--- src/rtl/fs_pkg.sv ---
// Shared types and constants for the full-subtractor block and its self-test.
package fs_pkg;

  typedef enum logic [1:0] {
    IDLE = 2'd0,
    RUN  = 2'd1,
    DONE = 2'd2
  } bist_state_t;

  // Expected {D,Bout} per vector {X,Y,Bin}; element 0 is the rightmost entry.
  localparam logic [7:0][1:0] EXP_TBL = {
    2'b11,  // 111
    2'b00,  // 110
    2'b00,  // 101
    2'b10,  // 100
    2'b01,  // 011
    2'b11,  // 010
    2'b11,  // 001
    2'b00   // 000
  };

endpackage

--- src/rtl/fs_core.sv ---
// Full subtractor from two half-subtractor stages and an OR.
// Purely combinational: zero latency, no flow control.
module fs_core (
  input  logic x,
  input  logic y,
  input  logic bin,
  output logic d,
  output logic bout
);

  logic hd1;
  logic x_n;
  logic hd1_n;
  logic hb1;
  logic hb2;

  // Difference path: two cascaded half-subtractor XORs.
  assign hd1 = x ^ y;
  assign d   = hd1 ^ bin;

  // Borrow path: each stage borrows on ~a & b, and either borrow propagates.
  not g_xn  (x_n, x);
  not g_hdn (hd1_n, hd1);
  and g_hb1 (hb1, x_n, y);
  and g_hb2 (hb2, hd1_n, bin);
  or  g_bo  (bout, hb1, hb2);

endmodule

--- src/rtl/fs_mixed.sv ---
// Full subtractor with a registered copy and an exhaustive built-in self-test.
// D/Bout are combinational, D_r/Bout_r lag by one cycle; no backpressure.
module fs_mixed
  import fs_pkg::*;
#(
  parameter int unsigned BIST_DWELL = 1
) (
  input  logic clk,
  input  logic rst,
  input  logic X,
  input  logic Y,
  input  logic Bin,
  output logic D,
  output logic Bout,
  output logic D_r,
  output logic Bout_r,
  input  logic bist_start,
  output logic bist_busy,
  output logic bist_done,
  output logic bist_fail
);

  localparam logic [3:0] DWELL_LAST = 4'(BIST_DWELL - 1);

  bist_state_t state;
  logic [2:0]  vec;
  logic [3:0]  dwell;
  logic        bist_d;
  logic        bist_bout;

  fs_core u_func_core (
    .x    (X),
    .y    (Y),
    .bin  (Bin),
    .d    (D),
    .bout (Bout)
  );

  // Separate instance so the self-test never disturbs the functional outputs.
  fs_core u_bist_core (
    .x    (vec[2]),
    .y    (vec[1]),
    .bin  (vec[0]),
    .d    (bist_d),
    .bout (bist_bout)
  );

  always_ff @(posedge clk or posedge rst) begin
    if (rst) begin
      D_r    <= 1'b0;
      Bout_r <= 1'b0;
    end else begin
      D_r    <= D;
      Bout_r <= Bout;
    end
  end

  always_ff @(posedge clk or posedge rst) begin
    if (rst) begin
      state     <= IDLE;
      vec       <= 3'd0;
      dwell     <= 4'd0;
      bist_busy <= 1'b0;
      bist_done <= 1'b0;
      bist_fail <= 1'b0;
    end else begin
      case (state)
        IDLE, DONE: begin
          if (bist_start) begin
            state     <= RUN;
            vec       <= 3'd0;
            dwell     <= 4'd0;
            bist_busy <= 1'b1;
            bist_done <= 1'b0;
            bist_fail <= 1'b0;
          end
        end
        RUN: begin
          // Compare only in the last dwell cycle of each vector.
          if (dwell == DWELL_LAST) begin
            dwell <= 4'd0;
            if ({bist_d, bist_bout} != EXP_TBL[vec]) begin
              bist_fail <= 1'b1;
            end
            if (vec == 3'd7) begin
              state     <= DONE;
              bist_busy <= 1'b0;
              bist_done <= 1'b1;
            end else begin
              vec <= vec + 3'd1;
            end
          end else begin
            dwell <= dwell + 4'd1;
          end
        end
        default: begin
          state     <= IDLE;
          bist_busy <= 1'b0;
        end
      endcase
    end
  end

endmodule

--- config.mk ---
export PLATFORM = sky130hd
export DESIGN_NAME = fs_mixed
export DESIGN_NICKNAME = d
export VERILOG_FILES = /design/src/rtl/fs_pkg.sv /design/src/rtl/fs_core.sv /design/src/rtl/fs_mixed.sv
export SDC_FILE = /design/constraint.sdc
export NUM_CORES = 1
export LEC_CHECK = 0
export ABC_AREA = 1
export BUFFER_PORTS_ARGS = -buffer_cell sky130_fd_sc_hd__buf_4
export CORE_UTILIZATION = 40
export DETAILED_ROUTE_END_ITERATION = 8
export GPL_ROUTABILITY_DRIVEN = 0
export PLACE_DENSITY = 0.67
export SYNTH_ARGS = -nofsm -noshare
export SYNTH_HDL_FRONTEND = slang
export SYNTH_SLANG_ARGS = --single-unit
export TNS_END_PERCENT = 10
--- constraint.sdc ---
create_clock -name clk -period 3 [get_ports clk]
set_input_delay 0.45 -clock clk [delete_from_list [all_inputs] [get_ports clk]]
set_output_delay 0.45 -clock clk [all_outputs]
set_load 0.02 [all_outputs]
==> flow_summary_export.csv, run 1 <==
group,metric,value,unit
sta,worst_slack,1.27,ns
global_routing,grt_pass1_vias,520,
detailed_routing,routed-via-count,616,
worst_setup_path,required,2.55,ns
yosys,syn_inst,96,
sta,final.period_utilization,57.8,%
worst_setup_path,r2r_setup_slack,1.46,ns
sta,worst_pin_slew,0.534,ns
die,core.rowCount,16,
cts,post_cts_resized,0,
cts,cts_buffer_depth,2,
yosys,synth.area.top_cells,"dfrtp_1, nand2_1, ha_1",
sta,fin_crit,1.73,ns
worst_setup_path,arrival,1.28,ns
detailed_routing,routed_wl,1440,µm
cts,cts_setup_buffers,0,
placement,dp.cells,134,
final_layout,fin_cells,138,
global_routing,track_usage,14.3,%
cts,cts_tree,"yes",
cts,htreeDepth,1,
pwr,power.leakage,0.535,nW
cts,clkLatencyLatePin,0.27,ns
global_routing,antenna_found_initial,0,
detailed_routing,wl_per_cell,10.4,µm
yosys,yosys_warnings,0,
sta,slew_headroom,64.4,%
yosys,synth-async-reset-ratio,100,%
placement,dp_hpwl,1110,µm
yosys,synthFlopType,"dfrtp_1",
die,io_pins,13,
cts,clk_pin_slew,0.08,ns
worst_setup_path,crit_type,"primary input to output port",
yosys,synth_top_area_share,42.4,%
detailed_routing,route.detailed.vias_per_inst,4.46,
placement,portBuffers,12,
outcome,outcome,"completed",
sta,rsz0062_at_grt,"no",
sta,setup_violations,0,
pwr,ir_drop,0.456,mV
die,die_h,47.4,µm
sta,report.final.slew_viol_count,0,
die,dieArea,2250,µm²
global_routing,grt-ovfl-total,0,
yosys,avgSynthCellArea,8.60,µm²
sta,hold_violations,0,
sta,setup_tns,0,ns
worst_setup_path,crit_path_end_kind,"output port",
yosys,synthesis.nets,109,
run,cap_violations,0,
detailed_routing,firstDrtPassIters,4,
yosys,synth_most_common_cell,"nand2_1",
yosys,syn_area,826,µm²
worst_setup_path,r2r_cells,9,
cts,postCtsHoldBufs,0,
global_routing,grt_first_pass_wirelength,2280,µm
yosys,netlist_top_cells_count,"nand2_1, inv_1, dfrtp_1, nand3_1, ha_1",
cts,clock-sinks,14,
final_layout,area_growth,18.0,%
final_layout,n_antenna_cell,0,
final_layout,nets,125,
detailed_routing,drc,0,
die,die_w,47.4,µm
detailed_routing,ant_nets,0,
detailed_routing,dr.first_iter.drc_count,10,
cts,clock-root-buffer,"clkbuf_4",
sta,max_freq,577,MHz
die,core,1940,µm²
yosys,synth-seq-cells,14,
worst_setup_path,startpoint_type,"primary input",
global_routing,grt_start_max_net_pins,15,
cts,cts_buffers,3,
worst_hold_path,hp-class,"primary input to async pin",
yosys,synth.distinct_cells,19,
pwr,powerDensity,896,nW/µm²
yosys,synth_edf_count,0,
yosys,yosysSeqAreaShare,42.4,%
sta,fin_skew,0.00239,ns
die,start_util,42.5,%
final_layout,drive_gt1_share,24.3,%
worst_setup_path,path_max_fanout,2,
placement,pre_cts_ws,1.26,ns
yosys,synth_top_area_cell,"dfrtp_1",
report_power, final:
part           switching, mW  internal [mW]  leakage (nW)
registers             0.0393          0.238         0.178
logic                  0.277          0.186         0.336
clock network         0.0594         0.0737        0.0210
flip-flops by register name, indices dropped and copies added, names as in the netlist:
name / cells
bist_busy: 1
D_r: 1
state: 2
Bout_r: 1
bist_done: 1
vec: 3
dwell: 4
bist_fail: 1
metal layers:
metal | GRT usage [%] | up-vias | routed length [µm]
li1 | - | 322 | -
met1 | 20.0 | 285 | 729
met2 | 22.5 | 7 | 667
met3 | 3.40 | 2 | 31
met4 | 3.43 | 0 | 9
met5 | 0 | - | 0
layout make-up:
class	count	area, µm²
well taps	27	33.8
clock buffers	4	36.3
repair buffers	12	90.1
inverters	18	70.1
flip-flops and latches	14	350
multi-input cells	63	394
fillers	195	967
cells by family (layout without fill, tap and decap cells):
| group | after synthesis | in the layout | synth area share, % |
|---|---|---|---|
| and+or+nand+nor | 47 | 47 | 27.6 |
| xor gates and xnor gates | 2 | 2 | 2.12 |
| DFF | 14 | 14 | 42.4 |
| buffers and inverters | 19 | 34 | 9.85 |
| AOI/OAI and AO/OA | 7 | 7 | 5.61 |
| adders and majority gates | 7 | 7 | 12.4 |
cell usage in the layout, fill, tap and decap left out:
master and n:
nand3_1 9, nand2_2 2, clkbuf_8 1, ha_1 5, nand3b_1 1, nand2_1 28, fa_1 2, inv_4 1
nor2_1 3, o21ai_2 3, nor2_8 1, buf_4 12, o21ai_0 4, nand4_1 1, xor2_1 2, and2_4 1
nand2_4 1, dfrtp_1 14, inv_2 2, inv_1 15, clkbuf_4 3
worst paths after layout:
check | start | end
max | X | D
min in group clk | Bin | Bout_r
max in group asynchronous | rst | vec[1]
min reg2reg | bist_done | bist_done
min | rst | state[1]
max reg2reg | vec[0] | bist_fail
critical path: stages:
cell and delay (ns):
buf_4 0.07, inv_1 0.04, fa_1 0.52, inv_1 0.05, buf_4 0.15
metrics by stage:
step	util [%]	total power [mW]	hold WS, ns	instance area, µm²
after floorplan	-	0.650	0.339	826
after global placement	48.3	0.732	0.468	938
after detailed placement	48.3	0.749	0.467	938
after CTS	50.2	0.887	0.225	975
after global routing	50.2	0.975	0.262	975
final	50.2	0.874	0.209	975
Power figures use the tool's default switching activity.
==> run 2, diff against run 1 <==
--- a/config.mk
+++ b/config.mk
@@ -10,7 +10,7 @@
 export CORE_UTILIZATION = 40
 export DETAILED_ROUTE_END_ITERATION = 8
 export GPL_ROUTABILITY_DRIVEN = 0
-export PLACE_DENSITY = 0.67
+export PLACE_DENSITY = 0.69
 export SYNTH_ARGS = -nofsm -noshare
 export SYNTH_HDL_FRONTEND = slang
 export SYNTH_SLANG_ARGS = --single-unit
==> constraint.sdc (replaced) <==
create_clock -name clk -period 1.4 [get_ports clk]
set_input_delay 0.21 -clock clk [delete_from_list [all_inputs] [get_ports clk]]
set_output_delay 0.21 -clock clk [all_outputs]
set_load 0.02 [all_outputs]
==> run 2 against run 1 <==
The flow now finishes with violations (negative setup slack). Cell count rose by 7.2%. Count of clock-buffer cells in the layout fell by 1. Non-clock buffer count rose by 11. Critical path depth rose by 4. Setup slack got worse by 1.3 ns. Utilization rose by 5.0 points. Sequential cell count did not move. Sequential power rose by 110%. Clock power rose by 68%. Via count rose by 8.9%. Largest power group unchanged. Critical path type is now flop to flop.
==> flow_summary_export.csv, run 2 (synthesis gave the netlist of run 1 again) <==
group,metric,value,unit
worst_setup_path,path_max_fanout,3,
detailed_routing,firstDrtPassIters,4,
placement,pre_cts_ws,-0.0917,ns
die,core.rowCount,16,
detailed_routing,dr.first_iter.drc_count,4,
worst_setup_path,cp_common_cell,"nand2_1",
final_layout,drive_gt1_share,34.7,%
final_layout,layout_commonest_cell,"nand2_1",
sta,setup_violations,1,
sta,slew_headroom,64.0,%
cts,clkLatencyLatePin,0.28,ns
cts,cts_buffer_depth,2,
cts,cts_buffers,3,
worst_setup_path,startpoint_type,"flop",
final_layout,nets,136,
placement,dp_hpwl,1180,µm
global_routing,grt-ovfl-total,0,
worst_setup_path,required,1.58,ns
sta,max_freq,695,MHz
worst_setup_path,path_depth,9,
cts,clock-sinks,14,
die,core,1940,µm²
detailed_routing,routed_wl,1610,µm
cts,clk_pin_slew,0.08,ns
worst_setup_path,r2r_cells,9,
die,start_util,42.5,%
outcome,outcome,"finished, violations left",
outcome,violations,"negative setup slack",
worst_hold_path,hp-class,"primary input to flop",
final_layout,mostFrequentLayoutCells,"nand2_1, buf_4, dfrtp_1, inv_1, nand3_1",
final_layout,top_register,"dwell",
final_layout,post-route-util,55.2,%
die,dieArea,2250,µm²
cts,cts_tree,"yes",
sta,final.period_utilization,103,%
sta,worst_pin_slew,0.539,ns
pwr,powerDensity,1950,nW/µm²
detailed_routing,route.detailed.vias_per_inst,4.53,
global_routing,grt_start_max_net_pins,15,
placement,portBuffers,12,
final_layout,n_antenna_cell,0,
sta,hold_ws,0.251,ns
sta,worst_slack,-0.0393,ns
final_layout,top_regs,"dwell: 4 flops, vec: 3 flops, state: 2 flops",
sta,fin_skew,0.00803,ns
final_layout,area_growth,29.7,%
global_routing,grt_first_pass_wirelength,2480,µm
die,die_h,47.4,µm
die,io_pins,13,
pwr,power.leakage,0.584,nW
detailed_routing,drc,0,
detailed_routing,wl_per_cell,10.9,µm
worst_setup_path,cpPeakStageDelay,0.55,ns
worst_setup_path,path_cells,"inv_2 > fa_1 > inv_1 > nand2_1 > nand2_1 > nand3_2 > nand2_1 > nand2_1 > nand2_1",
worst_setup_path,path_buf_inv,2,
global_routing,grt_pass1_vias,606,
sta,fin_crit,1.44,ns
worst_setup_path,path_delay_family,"adder cells",
worst_setup_path,crit_type,"flop to flop",
detailed_routing,routed-via-count,671,
cts,htreeDepth,1,
global_routing,track_usage,16.5,%
detailed_routing,ant_nets,0,
die,die_w,47.4,µm
cts,clock-root-buffer,"clkbuf_4",
run,cap_violations,0,
pwr,finalPower,2.08,mW
worst_setup_path,critPathSlowestCell,"fa_1",
sta,report.final.slew_viol_count,0,
global_routing,antenna_found_initial,0,
sta,rsz0062_at_grt,"yes",
final_layout,largest_register_ffs,4,
worst_setup_path,crit_path_end_kind,"flop",
sta,hold_violations,0,
worst_setup_path,arrival,1.62,ns
pwr,ir_drop,0.934,mV
worst_hold_path,min_delay_path_depth,2,
==> run 2: cell count changes in the layout (fill, tap and decap cells not counted), sizes merged <==
| cell | previous run | this run |
|---|---|---|
| dlygate4sd3 | 0 | 1 |
| buf | 12 | 22 |
| clkbuf | 4 | 3 |
==> run 2: power by group <==
part           internal [mW]  switching [mW]
Combinational          0.585           0.697
Clock                 0.0998           0.123
Sequential             0.511          0.0673
Total                   1.20           0.888
==> run 2: path summary, 6_finish.rpt <==
path                            from   endpoint  slack, ns
max                           vec[1]  bist_fail      -0.04
min                              Bin     Bout_r       0.25
max reg2reg                   vec[1]  bist_fail      -0.04
min reg2reg                bist_fail  bist_fail       0.49
max in group asynchronous        rst     vec[1]       0.52
min in group asynchronous        rst        D_r       0.52
==> run 2: routing by layer <==
metal	GRT usage, %	vias to the layer above	wire length, µm
li1	-	344	-
met1	18.3	318	701
met2	30.4	5	856
met3	3.40	4	25
met4	6.86	0	24
met5	0	-	0
==> run 2: cell type report <==
cell class                      count  area, µm²
Inverter                           18       70.1
Sequential cell                    14        350
Tap cell                           27       33.8
Timing Repair Buffer               23        175
Multi-Input combinational cell     63        419
Clock buffer                        3       22.5
Fill cell                         198        871
==> run 2: stage by stage <==
stage,area [µm²],cells,TNS (ns)
floorplan,826,96,-0.00207
global placement,998,142,-0.0365
detailed placement,998,142,-0.125
CTS,1070,148,-0.0540
global route,1070,148,-0.225
finish,1070,148,-0.0393
==> run 2: repair_timing <==
item                       4_1_cts  5_1_grt
setup endpoints to repair        4        5
resized for setup                4        3
hold endpoints to repair        14        0
pin swaps                        2        2
setup buffers                    2        0
hold buffers                     1        0
